### src/rtl/wb_write_arbiter_pkg.sv
// wb_write_arbiter_pkg: shared widths, zero-register constant and the writeback entry type
package wb_write_arbiter_pkg;
  localparam int XLEN = 32;
  localparam int REG_ADDR_W = 5;
  localparam logic [REG_ADDR_W-1:0] ZERO_REG = 5'd0;
  typedef struct packed {
    logic [REG_ADDR_W-1:0] rd;
    logic [XLEN-1:0] data;
  } wb_entry_t;
endpackage

### src/rtl/wb_write_arbiter_fifo.sv
// wb_fifo: DEPTH-entry load-result FIFO with per-entry valid/rd for hazard compare (clk, rst active-low async, push/din, pop/head, full/empty, vld/rds)
module wb_fifo
  import wb_write_arbiter_pkg::*;
#(
  parameter int DEPTH = 4
) (
  input  logic                                  clk,
  input  logic                                  rst,
  input  logic                                  push,
  input  logic                                  pop,
  input  wb_entry_t                             din,
  output logic                                  full,
  output logic                                  empty,
  output wb_entry_t                             head,
  output logic [DEPTH-1:0]                      vld,
  output logic [DEPTH-1:0][REG_ADDR_W-1:0]      rds
);
  localparam int AW = $clog2(DEPTH);
  localparam int PW = AW + 1;
  logic [PW-1:0] wp, rp;
  wb_entry_t mem [DEPTH];
  logic do_push, do_pop;
  assign empty = wp == rp;
  assign full = (wp[AW] != rp[AW]) && (wp[AW-1:0] == rp[AW-1:0]);
  assign do_push = push && !full;
  assign do_pop = pop && !empty;
  assign head = mem[rp[AW-1:0]];
  for (genvar i = 0; i < DEPTH; i++) begin : g_rd
    assign rds[i] = mem[i].rd;
  end
  always_ff @(posedge clk or negedge rst) begin
    if (!rst) begin
      wp <= '0;
      rp <= '0;
      vld <= '0;
    end else begin
      if (do_push) begin
        wp <= wp + PW'(1);
        vld[wp[AW-1:0]] <= 1'b1;
      end
      if (do_pop) begin
        rp <= rp + PW'(1);
        vld[rp[AW-1:0]] <= 1'b0;
      end
    end
  end
  always_ff @(posedge clk) begin
    if (do_push) mem[wp[AW-1:0]] <= din;
  end
endmodule

### src/rtl/wb_write_arbiter.sv
// wb_write_arbiter: merges ALU and buffered load results onto the register-file write port
// Ports: clk; rst (async, active-low); alu_valid/alu_ready/alu_rd/alu_data (ALU result);
//        ld_valid/ld_ready/ld_rd/ld_data (load result into FIFO); hz_addr/hz_pending (decode query);
//        WE3/A3/WD3 (registered register-file write port).
module wb_write_arbiter
  import wb_write_arbiter_pkg::*;
#(
  parameter int DEPTH = 4,
  parameter int MAX_WAIT = 8
) (
  input  logic                  clk,
  input  logic                  rst,
  input  logic                  alu_valid,
  output logic                  alu_ready,
  input  logic [REG_ADDR_W-1:0] alu_rd,
  input  logic [XLEN-1:0]       alu_data,
  input  logic                  ld_valid,
  output logic                  ld_ready,
  input  logic [REG_ADDR_W-1:0] ld_rd,
  input  logic [XLEN-1:0]       ld_data,
  input  logic [REG_ADDR_W-1:0] hz_addr,
  output logic                  hz_pending,
  output logic                  WE3,
  output logic [REG_ADDR_W-1:0] A3,
  output logic [XLEN-1:0]       WD3
);
  localparam int CW = $clog2(MAX_WAIT + 2);
  logic full, empty, push, pop, alu_wr, ld_fire, fd_clr, hit, force_drain;
  wb_entry_t head;
  logic [DEPTH-1:0] vld;
  logic [DEPTH-1:0][REG_ADDR_W-1:0] rds;
  logic [CW-1:0] cnt;
  assign ld_ready = !full;
  assign alu_ready = !force_drain;
  assign ld_fire = ld_valid && ld_ready;
  assign push = ld_fire && (ld_rd != ZERO_REG);
  assign alu_wr = alu_valid && alu_ready && (alu_rd != ZERO_REG);
  assign pop = !alu_wr && !empty;
  // force_drain drops on the edge where the FIFO goes empty, not one cycle later
  assign fd_clr = !push && (empty || (pop && $countones(vld) == 1));
  wb_fifo #(.DEPTH(DEPTH)) u_fifo (
    .clk(clk),
    .rst(rst),
    .push(push),
    .pop(pop),
    .din('{rd: ld_rd, data: ld_data}),
    .full(full),
    .empty(empty),
    .head(head),
    .vld(vld),
    .rds(rds)
  );
  always_comb begin
    hit = 1'b0;
    for (int i = 0; i < DEPTH; i++) hit |= vld[i] && (rds[i] == hz_addr);
  end
  assign hz_pending = (hz_addr != ZERO_REG) && (hit || (WE3 && A3 == hz_addr) ||
                      (ld_fire && ld_rd == hz_addr) || (alu_wr && alu_rd == hz_addr));
  always_ff @(posedge clk or negedge rst) begin
    if (!rst) begin
      cnt <= '0;
      force_drain <= 1'b0;
    end else begin
      cnt <= (empty || pop) ? '0 : cnt + CW'(1);
      force_drain <= fd_clr ? 1'b0 : (cnt >= CW'(MAX_WAIT)) ? 1'b1 : force_drain;
    end
  end
  always_ff @(posedge clk or negedge rst) begin
    if (!rst) begin
      WE3 <= 1'b0;
      A3 <= ZERO_REG;
      WD3 <= '0;
    end else begin
      WE3 <= alu_wr || pop;
      if (alu_wr) begin
        A3 <= alu_rd;
        WD3 <= alu_data;
      end else if (pop) begin
        A3 <= head.rd;
        WD3 <= head.data;
      end
    end
  end
endmodule

### config.mk
export PLATFORM = sky130hd
export DESIGN_NAME = wb_write_arbiter
export DESIGN_NICKNAME = d
export VERILOG_FILES = /design/src/rtl/wb_write_arbiter_pkg.sv /design/src/rtl/wb_write_arbiter_fifo.sv /design/src/rtl/wb_write_arbiter.sv
export SDC_FILE = /design/constraint.sdc
export NUM_CORES = 1
export LEC_CHECK = 0
export CAP_MARGIN = 20
export CORE_MARGIN = 4
export CORE_UTILIZATION = 50
export CTS_BUF_LIST = sky130_fd_sc_hd__clkbuf_16
export CTS_CLUSTER_DIAMETER = 30
export DETAILED_ROUTE_END_ITERATION = 16
export DONT_BUFFER_PORTS = 1
export GPL_TIMING_DRIVEN = 0
export PLACE_DENSITY = 0.65
export SETUP_SLACK_MARGIN = 0.02
export SLEW_MARGIN = 20
export SYNTH_ARGS = -nofsm -noshare
export SYNTH_HDL_FRONTEND = slang
export SYNTH_SLANG_ARGS = --single-unit
### constraint.sdc
create_clock -name clk -period 2.9 [get_ports clk]
set_input_delay 0.29 -clock clk [delete_from_list [all_inputs] [get_ports clk]]
set_output_delay 0.29 -clock clk [all_outputs]
set_load 0.005 [all_outputs]
==> impl_metrics.toml <==
[outcome]
status = "finished, final reports clean"

[routing]
wl_per_cell_um = 21.88
vias = 4774
wl_um = 19100
vias_per_cell = 5.468
drc = 0
drt_first_pass_iters = 4
drt_iter0_markers = 292
ant_nets = 0

[logic_synthesis]
ys_seq_area_share_pct = 68.45
synth-edff-count = 148
ys_types = 38
synthArstFlopShare_pct = 26.37
ys_ff_latch = 201
synth_area_um2 = 8431
ys_warn_count = 0
syn-num-nets = 595
synth_top_flop_cell = "edfxtp_1"
synthCells = 499
syn_area_per_cell_um2 = 16.89

[sta]
finalCritPeriodShare_pct = 85.52
setup_tns_ns = 0
drv_slew = 0
tightest_slew_ns = 0.7912
max_freq_ghz = 0.4032
setup_viol = 0
layout_setup_ws_ns = 0.4198
period_needed_ns = 2.480
clock_skew_ns = 0.01303
finalHoldViolCount = 0
max-slew-margin-rel_pct = 47.25
rsz0062_at_grt = "no"

[worst_setup_path]
ff2ff_path_depth = 5
crit_type = "reg -> out"
setup.worst_path.start_class = "flop"
reg2reg_to = "u_fifo.mem[0][14]"
endpoint = "hz_pending"
cp.arrival_ns = 2.19
critPathCaptureType = "output pin"
critical_path.startpoint = "u_fifo.rp[1]"
worst-path-max-fanout = 5
crit_required_ns = 2.61
timing.rr.start = "u_fifo.rp[1]"
reg2reg_setup_slack_ns = 0.60

[clock_tree]
cts_hold_buf = 76
clkTransAtPathRegs_ns = 0.04
cts_made_buffers = 41
htreeDepth = 2
root_buffer = "clkbuf_16"
cts_setup_buffers = 0
cts_resized = 0
cts_max_path_buffers = 3
cts_sinks = 201
clock_latency_ns = 0.51
cts_tree = "yes"

[cells_and_area]
drive_above_1_share_pct = 20.09
final_cell_area_um2 = 10870
final_common_cell = "edfxtp_1"
final_util_pct = 65.80
area_growth_pct = 28.97
final_nets = 716
final_cell_mix = "edfxtp_1, dlygate4sd3_1, dfrtp_1"

[power]
ir_worst_vdd_mv = 0.6674
p_leak_uw = 0.004257
power_density_nw_per_um2 = 1106

[global_routing]
grtUsageTotal_pct = 20.73
grt_max_degree = 54
antenna_found_initial = 1
grt_pass1_wl_um = 29170
grt_pass1_vias = 5218
overflow = 0

[placed_design]
gp_routability_congestion = 0.8299
dp_hpwl_um = 11520
dp_slack_ns = 0.5796
io_buffers = 0
dpl_cell_area_um2 = 8753

[floorplan]
rows = 47
num_io_pins = 124
core_um2 = 16520
dieHeight_um = 137.9
die-area_um2 = 19000
die_x_um = 137.9
initial_utilization_pct = 51.02

[run]
max_cap_violations = 0

[worst_hold_path]
hold_depth = 2
hold_class = "in -> reg"
layer usage:
metal	part of all wire (%)	global-route usage, %
met4	1.3	4.885
met1	40	26.13
met3	8.0	6.930
met5	0	0
met2	50	35.06
registers in the layout (all words and copies together), names as in the netlist:
name         cells
A3               5
WD3             32
WE3              1
cnt              4
force_drain      1
u_fifo.mem     148
u_fifo.rp        3
u_fifo.vld       4
u_fifo.wp        3
through the flow:
| stage | hold WS [ns] | cells | total power, µW |
|---|---|---|---|
| finish | 0.01781 | 873 | 12030 |
| global route | 0.04032 | 873 | 12650 |
| CTS | 0.002959 | 872 | 12160 |
| detailed placement | -0.002884 | 721 | 7543 |
| global placement | -0.002685 | 719 | 7408 |
| floorplan | -0.005591 | 499 | 6657 |
logic make-up (layout without fill, tap and decap cells):
family / count (synthesis) / count (layout) / synth area share (%)
flip-flops: 201 / 201 / 68.45
AND/OR/NAND/NOR: 78 / 78 / 4.438
multiplexers: 74 / 74 / 14.28
AO/OA/AOI/OAI: 50 / 50 / 3.428
XOR/XNOR: 44 / 44 / 4.660
buffers and inverters: 39 / 192 / 2.731
adder cells (fa/ha/maj): 13 / 13 / 2.018
other: 0 / 1 / 0
cell usage after synthesis (2+ instances only):
cell / n / area share (%)
edfxtp_1: 148 / 53
dfrtp_1: 53 / 16
nand2_1: 39 / 1.7
mux2i_1: 37 / 4.4
mux4_2: 37 / 9.9
o21ai_1: 37 / 2.2
xor2_1: 25 / 2.6
xnor2_1: 18 / 1.9
buf_2: 13 / 0.77
ha_1: 12 / 1.8
inv_1: 12 / 0.53
nor2_1: 9 / 0.40
nor4_1: 7 / 0.52
buf_4: 6 / 0.53
buf_6: 6 / 0.80
nand3_1: 6 / 0.36
and2_1: 5 / 0.37
a21oi_1: 3 / 0.18
a2bb2oi_1: 3 / 0.31
and3_1: 3 / 0.22
clkbuf_1: 2 / 0.089
o21a_1: 2 / 0.18
worst min-delay path by stage:
stage	endpoint	startpoint	slack, ns
after floorplan	A3[0]	rst	-0.006
after global placement	cnt[2]	rst	-0.003
after detailed placement	cnt[1]	rst	-0.003
after CTS	A3[0]	alu_rd[0]	0.003
after global routing	WE3	alu_rd[0]	0.04
final	A3[0]	alu_rd[0]	0.02
critical path, cell delays in order, from the launching register on:
cell     delay, ns
dfrtp_1       0.44
xor2_1        0.21
o31ai_1       0.48
nor4_1        0.14
nor4_1        0.28
a21oi_1       0.14
power breakdown:
part / switching [µW] / total, µW / internal (µW)
Combinational: 1690 / 3180 / 1490
Sequential: 440 / 4410 / 3970
Clock: 1400 / 4440 / 3040
Total: 3540 / 12000 / 8490
final cells by class:
cell class,count,area [µm²]
diodes,1,2.502
plain buffers,27,185.2
clock buffers,42,1051
clock inverters,33,287.8
fillers,1174,5652
inverters,12,45.04
multi-input cells,259,2437
flip-flops and latches,201,5771
well taps,220,275.3
repair buffers,78,818.3
No activity file was read; power rests on OpenSTA's default activity.
